--- src/rtl/sad_min_tracker_pkg.sv ---
// me_pkg: shared constants and types for the SAD minimum tracker.
//   BIT_WIDTH/ROWS/SEARCH_R/ZERO_BIAS : default configuration
//   ACC_W : candidate SAD width (cannot overflow for ROWS partials)
//   MV_W  : signed motion-vector component width
//   state_t : tracker FSM states; mv_t : motion vector pair
//   apply_zero_bias : max(sad - ZERO_BIAS, 0), used only when the
//     SAD_ZERO_BIAS_EN macro is defined
package me_pkg;

  localparam int BIT_WIDTH = 14;
  localparam int ROWS      = 16;
  localparam int SEARCH_R  = 8;
  localparam int ZERO_BIAS = 64;

  localparam int ACC_W = BIT_WIDTH + $clog2(ROWS);
  localparam int MV_W  = $clog2(2 * SEARCH_R) + 1;
  localparam int CNT_W = $clog2(2 * SEARCH_R);
  localparam int ROW_W = (ROWS > 1) ? $clog2(ROWS) : 1;

  typedef enum logic [1:0] {
    IDLE,
    RUN,
    FINISH
  } state_t;

  typedef struct packed {
    logic signed [MV_W-1:0] mvx;
    logic signed [MV_W-1:0] mvy;
  } mv_t;

  // Saturating subtract of the zero-vector credit.
  function automatic logic [ACC_W-1:0] apply_zero_bias(input logic [ACC_W-1:0] sad);
    if (sad > ACC_W'(ZERO_BIAS)) begin
      return sad - ACC_W'(ZERO_BIAS);
    end
    return '0;
  endfunction

endpackage

--- src/rtl/sad_min_tracker_if.sv ---
// sad_min_tracker_if: handshake/result bundle between the motion-estimation
// control stage (master) and the SAD minimum tracker (slave).
//   start, in_valid, partial_sad : master -> tracker
//   busy, done, best_sad, best_mvx, best_mvy : tracker -> master
interface sad_min_tracker_if;
  import me_pkg::*;

  logic                   start;
  logic                   in_valid;
  logic [BIT_WIDTH-1:0]   partial_sad;
  logic                   busy;
  logic                   done;
  logic [ACC_W-1:0]       best_sad;
  logic signed [MV_W-1:0] best_mvx;
  logic signed [MV_W-1:0] best_mvy;

  modport master (
    output start, in_valid, partial_sad,
    input  busy, done, best_sad, best_mvx, best_mvy
  );

  modport slave (
    input  start, in_valid, partial_sad,
    output busy, done, best_sad, best_mvx, best_mvy
  );

endinterface

--- src/rtl/sad_min_tracker_row_acc.sv ---
// sad_row_accumulator: sums ROWS per-row partial SADs into one candidate SAD.
//   clk, srst    : clock, synchronous active-high reset
//   clear        : drop any partial accumulation (new/aborted search)
//   en           : partial_sad accepted this cycle
//   partial_sad  : row partial SAD (zero-extended into the accumulator)
//   sad_c        : acc + partial_sad, the same-cycle candidate total
//   close        : en on the last row of a candidate; sad_c is final then
module sad_row_accumulator
  import me_pkg::*;
(
  input  logic                 clk,
  input  logic                 srst,
  input  logic                 clear,
  input  logic                 en,
  input  logic [BIT_WIDTH-1:0] partial_sad,
  output logic [ACC_W-1:0]     sad_c,
  output logic                 close
);

  logic [ACC_W-1:0] acc_reg;
  logic [ROW_W-1:0] row_cnt_reg;

  // Combinational total lets the candidate close without an extra bubble.
  assign sad_c = acc_reg + ACC_W'(partial_sad);
  assign close = en && (row_cnt_reg == ROW_W'(ROWS - 1));

  always_ff @(posedge clk) begin
    if (srst || clear) begin
      acc_reg     <= '0;
      row_cnt_reg <= '0;
    end else if (en) begin
      if (close) begin
        acc_reg     <= '0;
        row_cnt_reg <= '0;
      end else begin
        acc_reg     <= sad_c;
        row_cnt_reg <= row_cnt_reg + 1'b1;
      end
    end
  end

endmodule

--- src/rtl/sad_min_tracker.sv ---
// sad_min_tracker: tracks the minimum candidate SAD and its motion vector over
// a raster scan of (2*SEARCH_R)^2 candidates, ROWS partial SADs each.
//   clk  : clock, rising edge
//   rst  : synchronous reset, active-high (wins over start)
//   bus  : sad_min_tracker_if.slave
//          start/in_valid/partial_sad in; busy/done/best_sad/best_mvx/best_mvy out
// Optional feature: define SAD_ZERO_BIAS_EN to credit the (0,0) candidate by
// ZERO_BIAS (saturating at 0) before it is compared and stored.
module sad_min_tracker
  import me_pkg::*;
(
  input  logic             clk,
  input  logic             rst,
  sad_min_tracker_if.slave bus
);

  localparam logic [CNT_W-1:0] CNT_MAX  = CNT_W'(2 * SEARCH_R - 1);
  localparam logic [CNT_W-1:0] CNT_ZERO = CNT_W'(SEARCH_R);

  state_t           state_reg, state_next;
  logic [CNT_W-1:0] x_cnt_reg, y_cnt_reg;
  logic [ACC_W-1:0] best_sad_reg;
  mv_t              best_mv_reg;

  logic             accept;
  logic [ACC_W-1:0] sad_c;
  logic             close;
  logic             last_cand;
  logic [ACC_W-1:0] cand_val;
  mv_t              cur_mv;
  logic [MV_W-1:0]  mvx_raw, mvy_raw;

  // A start cycle never contributes data, whether it begins or aborts a search.
  assign accept = (state_reg == RUN) && bus.in_valid && !bus.start;

  sad_row_accumulator u_row_acc (
    .clk         (clk),
    .srst        (rst),
    .clear       (bus.start),
    .en          (accept),
    .partial_sad (bus.partial_sad),
    .sad_c       (sad_c),
    .close       (close)
  );

  assign mvx_raw   = {1'b0, x_cnt_reg} - MV_W'(SEARCH_R);
  assign mvy_raw   = {1'b0, y_cnt_reg} - MV_W'(SEARCH_R);
  assign cur_mv    = '{mvx: mvx_raw, mvy: mvy_raw};
  assign last_cand = (x_cnt_reg == CNT_MAX) && (y_cnt_reg == CNT_MAX);

`ifdef SAD_ZERO_BIAS_EN
  assign cand_val = ((x_cnt_reg == CNT_ZERO) && (y_cnt_reg == CNT_ZERO))
                  ? apply_zero_bias(sad_c) : sad_c;
`else
  assign cand_val = sad_c;
`endif

  always_comb begin
    state_next = state_reg;
    bus.busy   = 1'b0;
    bus.done   = 1'b0;
    case (state_reg)
      IDLE: begin
        if (bus.start) state_next = RUN;
      end
      RUN: begin
        bus.busy = 1'b1;
        if (!bus.start && close && last_cand) state_next = FINISH;
      end
      FINISH: begin
        bus.done   = 1'b1;
        state_next = bus.start ? RUN : IDLE;
      end
      default: state_next = IDLE;
    endcase
  end

  always_ff @(posedge clk) begin
    if (rst) begin
      state_reg    <= IDLE;
      x_cnt_reg    <= '0;
      y_cnt_reg    <= '0;
      best_sad_reg <= '1;
      best_mv_reg  <= '0;
    end else begin
      state_reg <= state_next;
      if (bus.start) begin
        x_cnt_reg    <= '0;
        y_cnt_reg    <= '0;
        best_sad_reg <= '1;
        best_mv_reg  <= '0;
      end else if (close) begin
        // Strict compare: on a tie the earlier candidate in raster order stays.
        if (cand_val < best_sad_reg) begin
          best_sad_reg <= cand_val;
          best_mv_reg  <= cur_mv;
        end
        if (x_cnt_reg == CNT_MAX) begin
          x_cnt_reg <= '0;
          y_cnt_reg <= last_cand ? '0 : y_cnt_reg + 1'b1;
        end else begin
          x_cnt_reg <= x_cnt_reg + 1'b1;
        end
      end
    end
  end

  assign bus.best_sad = best_sad_reg;
  assign bus.best_mvx = best_mv_reg.mvx;
  assign bus.best_mvy = best_mv_reg.mvy;

endmodule
--- src/flat_wrapper.sv ---
// flat-port wrapper written by rule: the top's interface ports become plain ports
module sad_min_tracker_flat import me_pkg::*;
  (clk, rst, bus_start, bus_in_valid, bus_partial_sad, bus_busy, bus_done, bus_best_sad, bus_best_mvx, bus_best_mvy);
  sad_min_tracker_if bus_i ();
  input  logic clk;
  input  logic rst;
  input wire logic [$bits(bus_i.start)-1:0] bus_start;
  input wire logic [$bits(bus_i.in_valid)-1:0] bus_in_valid;
  input wire logic [$bits(bus_i.partial_sad)-1:0] bus_partial_sad;
  output wire logic [$bits(bus_i.busy)-1:0] bus_busy;
  output wire logic [$bits(bus_i.done)-1:0] bus_done;
  output wire logic [$bits(bus_i.best_sad)-1:0] bus_best_sad;
  output wire logic [$bits(bus_i.best_mvx)-1:0] bus_best_mvx;
  output wire logic [$bits(bus_i.best_mvy)-1:0] bus_best_mvy;
  assign bus_i.start = bus_start;
  assign bus_i.in_valid = bus_in_valid;
  assign bus_i.partial_sad = bus_partial_sad;
  assign bus_busy = bus_i.busy;
  assign bus_done = bus_i.done;
  assign bus_best_sad = bus_i.best_sad;
  assign bus_best_mvx = bus_i.best_mvx;
  assign bus_best_mvy = bus_i.best_mvy;
  sad_min_tracker u_core (.clk(clk), .rst(rst), .bus(bus_i));
endmodule
--- config.mk ---
export PLATFORM = sky130hd
export DESIGN_NAME = sad_min_tracker_flat
export DESIGN_NICKNAME = d
export VERILOG_FILES = /design/src/rtl/sad_min_tracker_pkg.sv /design/src/rtl/sad_min_tracker_if.sv /design/src/rtl/sad_min_tracker_row_acc.sv /design/src/rtl/sad_min_tracker.sv /design/src/flat_wrapper.sv
export SDC_FILE = /design/constraint.sdc
export NUM_CORES = 1
export LEC_CHECK = 0
export CAP_MARGIN = 25
export CORE_MARGIN = 2
export CORE_UTILIZATION = 55
export CTS_CLUSTER_DIAMETER = 30
export DETAILED_ROUTE_END_ITERATION = 16
export PLACE_DENSITY = 0.91
export SYNTH_ARGS = -nofsm -noshare
export SYNTH_HDL_FRONTEND = slang
export SYNTH_SLANG_ARGS = --single-unit
export TNS_END_PERCENT = 30
--- constraint.sdc ---
create_clock -name clk -period 8.9 [get_ports clk]
set_input_delay 1.335 -clock clk [delete_from_list [all_inputs] [get_ports clk]]
set_output_delay 1.335 -clock clk [all_outputs]
set_load 0.05 [all_outputs]
After elaboration in Yosys (flattened, before gate mapping):

Index checks and enable logic that the tools add are counted.

* flip-flop bits (word level): 60
* logic and storage cells: 45

* reduce and logical (&&, ||, !) cells: 13
* add/subtract/negate cells: 6
* muxes and demuxes: 10
* equal/unequal tests: 7
* order comparisons: 1

Operator list (number)
* 18-bit by 14-bit adder with 18-bit output: 1
* 18-bit less-than comparator: 1
* 18-bit two-way mux: 1
* 4-bit by 1-bit adder with 4-bit output, second input constant: 3
* 4-bit == test, second input constant: 3
* 4-bit two-way mux: 3
* 4-bit by 4-bit subtractor with 5-bit output, second input constant: 2
* 1-bit logical AND: 6
* 2-bit case mux with 3 select lines: 1
* 2-bit AND reduction: 3
* 2-bit two-way mux: 2
* 2-bit inequality test, second input constant: 2
* 1-bit two-way mux: 3
* 2-bit by 1-bit == test with 1-bit output, second input constant: 1
* 2-bit == test, second input constant: 1
* 2-bit zero test: 1
* 2-bit OR reduction: 1
* 1-bit zero test: 1
* 1-bit logical OR: 1

Logic depth before layout (Yosys ltp):

Gate-level depths: netlist of run 1.

* depth in word-level cells: 8
* gate-level depth with buffers: 16

Cells and area by module:

A second synthesis of run 1 with hierarchy kept.

* cell total of the unflattened synthesis: 414
* area total of the unflattened synthesis: 3557.2 µm²

Modules (own cells, without submodules)
* sad_min_tracker: area each 1946.9 µm², instances 1, sequential area each 720.7 µm², cells each 219
* sad_row_accumulator: area each 1610.3 µm², instances 1, sequential area each 440.4 µm², cells each 195

Least setup slack after synthesis of run 1:

No wires, ideal clock.

* path kind: input-to-reg
* start point: in bus_partial_sad[6]
* end point: reg u_core.best_sad_reg[10] (netlist: u_core.bus.best_sad[10])
* arrival time: 4439 ps
* required time: 8759 ps
* setup slack: 4319 ps
* stages on the path: 14
* setup time: 141 ps
* path buffers: 1
* path through: ha_1 -> a2111oi_4 -> o21ai_2 -> and3_1 -> or3_1 -> and2_4 -> ha_1 -> a21oi_1 -> a31oi_1 -> nor4_1 -> o31ai_1 -> nor2_2 -> buf_2 -> o211ai_1

* cells in the longest elaborated chain, start to end: 3

Ends and longest elaborated chain
* start: declaration: RTL line flat_wrapper.sv:9 `input wire logic [$bits(bus_i.partial_sad)-1:0] bus_partial_sad;`
* 18-bit by 14-bit adder with 18-bit output: RTL line sad_min_tracker_row_acc.sv:24 `assign sad_c = acc_reg + ACC_W'(partial_sad);`
* named net u_core.cand_val[13]: RTL line sad_min_tracker.sv:29 `logic [ACC_W-1:0] cand_val;`
* 18-bit less-than comparator: RTL line sad_min_tracker.sv:94 `if (cand_val < best_sad_reg) begin`
* 2-bit AND reduction (no source line)
* end signal: assignment: RTL line sad_min_tracker.sv:95 `best_sad_reg <= cand_val;`
* end: declaration: RTL line sad_min_tracker.sv:22 `logic [ACC_W-1:0] best_sad_reg;`

The timed path passes the listed nets, and every way through them passes these cells.
A chain may end at the register's enable or synchronous reset.

Final worst setup path of run 1:

* start point: in bus_partial_sad[0]
* end point: reg u_core.best_sad_reg[13] (netlist: u_core.bus.best_sad[13])

Same word-level chain as after synthesis.

==> results of run 1 <==
through the flow:
stage / worst slack (ns) / util, % / power (uW)
global route: 3.06 / 67.3 / 573
detailed placement: 3.09 / 63.9 / 317
CTS: 3.48 / 67.1 / 557
floorplan: 4.32 / - / 299
global placement: 3.27 / 63.9 / 316
finish: 3.44 / 67.3 / 553
worst paths after layout:
check | slack, ns | startpoint | depth (start not counted) | endpoint
worst max-delay path | 3.44 | bus_partial_sad[0] | 14 | u_core.bus.best_sad[13]
worst min-delay path | 0.47 | u_core.u_row_acc.acc_reg[2] | 2 | u_core.u_row_acc.acc_reg[2]
worst max register to register | 4.54 | u_core.u_row_acc.acc_reg[0] | 13 | u_core.bus.best_sad[13]
worst min register to register | 0.47 | u_core.u_row_acc.acc_reg[2] | 2 | u_core.u_row_acc.acc_reg[2]
cell usage after synthesis (4+ instances only):
| cell | count | area (sq um) |
|---|---|---|
| dfxtp_1 | 58 | 1160 |
| inv_1 | 22 | 82.6 |
| nand3_1 | 27 | 135 |
| nand4_1 | 5 | 31.3 |
| a211o_1 | 4 | 35.0 |
| nor2b_1 | 4 | 25.0 |
| nand2_1 | 27 | 101 |
| a21oi_1 | 36 | 180 |
| a21o_1 | 8 | 60.1 |
| nor3_1 | 4 | 20.0 |
| a32o_1 | 5 | 50.1 |
| o21ai_0 | 19 | 95.1 |
| nor2_1 | 33 | 124 |
| xor2_1 | 7 | 61.3 |
| a22oi_1 | 12 | 90.1 |
| o211ai_1 | 17 | 128 |
| xnor2_1 | 10 | 87.6 |
| or3_1 | 6 | 37.5 |
| clkbuf_1 | 16 | 60.1 |
| and3_1 | 5 | 31.3 |
| a211oi_1 | 7 | 52.6 |
| ha_1 | 34 | 425 |
cell families (layout without fill, tap and decap cells):
group                    Yosys count  after routing  share of synthesized area (%)
buffers and inverters             44             88                           5.04
AO/OA/AOI/OAI                    133            133                           26.5
XOR/XNOR                          17             17                           4.25
adder cells (fa/ha/maj)           35             35                           12.7
multiplexers                       3              3                          0.858
flip-flops                        58             58                           33.2
AND/OR/NAND/NOR                  125            125                           17.4
worst min-delay path: cells and delay by family (launching register included):
kind	cells	cell delay (ns)
simple gates	1	0.05
compound gates	1	0.05
flops	1	0.31
routing by layer:
layer | GRT usage [%] | vias to the layer above | wire, um
met5 | 0 | - | 0
met4 | 11.4 | 0 | 121
met3 | 5.24 | 14 | 574
met2 | 41.8 | 140 | 4320
met1 | 32.3 | 1562 | 3750
li1 | - | 1614 | -
power breakdown:
group	internal, uW	switching [uW]	total, uW
clock	139	102	241
combinational	21.1	30.1	51.2
sequential	261	0.852	262
final cells by class:
type                    count  share of cell area, %
clock inverters             1                  0.119
repair buffers             50                   11.7
multi-input cells         313                   51.5
inverters                  22                   1.97
flip-flops and latches     58                   27.7
well taps                  77                   2.30
clock buffers              15                   4.68
==> results.md, run 1 <==
- CTS tree: done
- Setup Skew: 0.00921 ns
- Max Slew Vio Count: 0
- Netlist Area Pre-Place: 3500 sq um
- Syn-to-layout area delta: 19.9%
- HPWL Detailed: 6.25 mm
- Largest net degree at the start of global routing: 38
- Final #Nets: 507
- Net Count, Synth: 468
- CP Launch Type: primary input
- Routed WL per cell: 16.3 um
- Area of the multi-input gates: 2160 sq um
- Vias in the first global route: 3160
- Rows: 29
- Root Buffer: clkbuf_8
- Max H-tree Level: 3
- WHS: 0.467 ns
- Dpl cell area: 3990 sq um
- First-pass GRT wire length: 14.4 mm
- Highest-count cells in the layout ignoring fill and taps: 58 x dfxtp_1, 47 x clkdlybuf4s50_1, 36 x a21oi_1
- Total Wirelength: 8.76 mm
- Fmax achieved: 183 MHz
- Critical path class: in2reg
- Synth Instances: 415
- Setup crit end kind: register
- CP Max Fanout: 25
- Initial Utilization: 56.1%
- CP Cell Sequence: clkdlybuf4s50_1 > ha_1 > fa_1 > a211oi_1 > o21ai_0 > a21oi_1 > o211ai_1 > ha_1 > nand3_1 > a31oi_1 > nor4_1 > o31a_1 > a21oi_1 > a211o_1
- Post-route DRC: 0
- Yosys reg bits: 58
- Layout cells sized above 1: 6.32%
- Initial DRC count: 211
- Worst-Skew Late Latency: 0.34 ns
- Routability Congestion: 0.946
- Crit-path max cell delay: 0.82 ns
- Peak VDD IR: 0.106 mV
- Run status: finished, final reports clean
- Fin Setup TNS: 0 ns
- Register Area: 1160 sq um
- Cell family with most CP delay: compound AO/OA/AOI/OAI gates
- Placed cells: 519
- IO buf count: 47
- Hold Path Class: reg2reg
- Slew HR: 38.5%
- LEAKAGE: 0.00177 uW
- Gr usage total: 25.5%
- Syn_area_per_cell: 8.44 sq um
- Worst Tran Pin Value: 0.923 ns
- Cts repair resizes: 0
- Final hold violation count: 0
- Crit path time final: 5.46 ns
- Overflow after GRT: 0
- Max-cap violation count: 0
- Core area: 6240 sq um
- Top FF cell, synth: dfxtp_1
- CP arrival: 5.69 ns
- Io pins: 48
- Clock Sinks: 58
- Final setup violating endpoints: 0
- Final Cell Area: 4200 sq um
- Via count: 3330
- Antenna violations before repair: 0
- Post-synth cell types: 54
- Die H: 83.8 um
- Buf/Inv on CP: 1
- Post-CTS Setup Bufs: 0
- Slowest cell on crit path: o31a_1
- Vias per cell: 6.21
- Die Span X: 83.8 um
- Diode count: 0
- Fill count: 519
- Ys Warns: 0
- Non-Filler Instances: 536
- Commonest non-fill, non-tap cell in the layout: dfxtp_1
- Clock slew at the register clock pins of the worst setup and hold paths: 0.06 ns
- RSZ-0062 raised after global routing: false
- Max Buffers Root-to-Sink: 2
- Post-synth ARST share: 0%
- Final period utilization: 61.4%
- CP required: 9.13 ns
- Power Dens Cells: 132 nW/um^2
- Final ANT Viol Nets: 0
- First-pass DRT Iterations: 5
- Die area: 7020 sq um
- CTS Hold Bufs: 0
- Seq/Total Area, Yosys: 33.2%
- EDFF count, synth: 0
- Total CTS buffers: 9
No activity file was read; power rests on OpenSTA's default activity.
==> inputs of run 2 (changes only) <==
- CORE_UTILIZATION: 55 -> 50
- PLACE_DENSITY: 0.91 -> 0.88
- clock period: 8.9 -> 4.6 ns (I/O delays scaled with it)
==> results.md, run 2 (same netlist as run 1, synthesis figures left out) <==
- Run status: finished, final reports clean
- Power Dens Cells: 275 nW/um^2
- Initial DRC count: 269
- Dpl cell area: 4160 sq um
- Register Area: 1160 sq um
- CP Max Fanout: 8
- Die Span X: 87.7 um
- Vias per cell: 6.08
- Die H: 87.7 um
- Worst Hold Launch: u_core.bus.best_mvy[1]
- Worst-Skew Late Latency: 0.35 ns
- Largest net degree at the start of global routing: 38
- Hold path endpoint: u_core.bus.best_mvy[1]
- Fill count: 539
- Crit-path max cell delay: 0.44 ns
- Worst hold stages: 2
- RSZ-0062 raised after global routing: false
- First-pass DRT Iterations: 5
- Root Buffer: clkbuf_8
- Peak VDD IR: 0.244 mV
- Post-CTS Setup Bufs: 0
- R2R depth: 14
- Clock slew at the register clock pins of the worst setup and hold paths: 0.06 ns
- Setup Skew: 0.00678 ns
- Worst slack at placement: -0.00514 ns
- CP required: 4.85 ns
- Max H-tree Level: 3
- Overflow after GRT: 0
- First-pass GRT wire length: 15.2 mm
- Die area: 7690 sq um
- Post-route DRC: 0
- Final Cell Area: 4410 sq um
- Rows: 30
- Syn-to-layout area delta: 26.1%
- Slew HR: 48.9%
- Worst Tran Pin Value: 0.766 ns
- Worst setup margin: 0.308 ns
- R2R setup slack: 0.80 ns
- Io pins: 48
- Hold Path Class: reg2reg
- CP Launch Type: primary input
- CTS tree: done
- CP arrival: 4.54 ns
- Final period utilization: 93.3%
- Fin Setup TNS: 0 ns
- Max Slew Vio Count: 0
- Diode count: 0
- Highest-count cells in the layout ignoring fill and taps: 58 x dfxtp_1, 47 x clkdlybuf4s50_1, 36 x a21oi_1
- Max Buffers Root-to-Sink: 2
- Critical R2R Launch: u_core.u_row_acc.acc_reg[0]
- Via count: 3484
- IO buf count: 47
- Setup crit end kind: register
- Final hold violation count: 0
- Max-cap violation count: 0
- Final setup violating endpoints: 0
- Total Wirelength: 9.31 mm
- Routability Congestion: 0.894
- Initial Utilization: 51.5%
- Commonest non-fill, non-tap cell in the layout: dfxtp_1
- CP Cell Sequence: clkdlybuf4s50_1 > ha_1 > fa_1 > a211oi_1 > o21ai_0 > a21oi_1 > o211ai_1 > ha_1 > nand3_1 > a31oi_1 > nor4_1 > o31a_1 > buf_4 > a21oi_1 > a211oi_1
- CTS Hold Bufs: 0
- Antenna violations before repair: 0
- Critical path class: in2reg
- Layout cells sized above 1: 10.1%
- Total CTS buffers: 9
- Vias in the first global route: 3303
- Final ANT Viol Nets: 0
- Clock Sinks: 58
- Cts repair resizes: 0
- Core area: 6790 sq um
- Slowest cell on crit path: fa_1
- Crit path time final: 4.29 ns
- Fmax achieved: 233 MHz
- Cell family with most CP delay: compound AO/OA/AOI/OAI gates
- Final #Nets: 526
- HPWL Detailed: 6.72 mm
- Area of the multi-input gates: 2160 sq um
- Buf/Inv on CP: 2
- Routed WL per cell: 16.2 um
- LEAKAGE: 0.00188 uW
- Gr usage total: 25.2%
- Reg2reg end: u_core.bus.best_mvx[3]
[run 2: cell types whose count changed in the layout (fill, tap and decap cells not counted), sizes merged]
cell / before / now
clkbuf: 15 / 11
bufinv: 0 / 3
buf: 3 / 22
[run 2: area by class of cell]
type	count	area share [%]
clock buffer	11	3.43
clock inverter	4	2.24
inverter	22	1.87
multi-input combinational	313	49.0
sequential	58	26.3
tap	96	2.72
timing repair buffer	69	14.4
[run 2: stage by stage]
stage | power (uW) | cells | util, % | hold slack (ns)
finish | 1210 | 573 | 65.0 | 0.485
global route | 1240 | 573 | 65.0 | 0.503
CTS | 1210 | 573 | 65.0 | 0.485
detailed placement | 620 | 558 | 61.3 | 0.453
global placement | 616 | 558 | 61.3 | 0.444
floorplan | 579 | 415 | - | 0.436
[run 2: where the power goes]
part | switching [uW] | leakage [uW] | internal, uW | total [uW]
combinational | 60.9 | 0.00129 | 44.3 | 105
sequential | 1.87 | 0.000468 | 504 | 506
clock | 213 | 0.000126 | 387 | 600
total | 276 | 0.00188 | 936 | 1210
[run 2: tightest hold or removal path, cell delays in order (launching register included)]
cell     delay, ns
dfxtp_1       0.31
o21ai_0       0.07
a21oi_1       0.06
[run 2: metal layers]
metal,part of all wire [%],up-vias,wire [um],GRT usage (%)
met4,1.5,0,136,8.25
met1,43,1684,4020,31.3
met2,49,127,4530,42.8
met3,6.7,15,621,6.22
li1,-,1658,-,-
met5,0,-,0,0
[run 2: how the worst max path moves through the flow]
stage                  startpoint                      end  slack (ns)  cells after the start
6_report       bus_partial_sad[0]   u_core.bus.best_mvx[3]        0.31                     15
5_1_grt        bus_partial_sad[0]   u_core.bus.best_mvx[3]        0.05                     15
4_1_cts        bus_partial_sad[0]   u_core.bus.best_mvx[3]        0.35                     15
3_5_place_dp   bus_partial_sad[0]   u_core.bus.best_mvy[3]      -0.005                     15
3_3_place_gp   bus_partial_sad[1]   u_core.bus.best_sad[2]        0.13                     15
2_1_floorplan  bus_partial_sad[6]  u_core.bus.best_sad[10]        0.66                     14
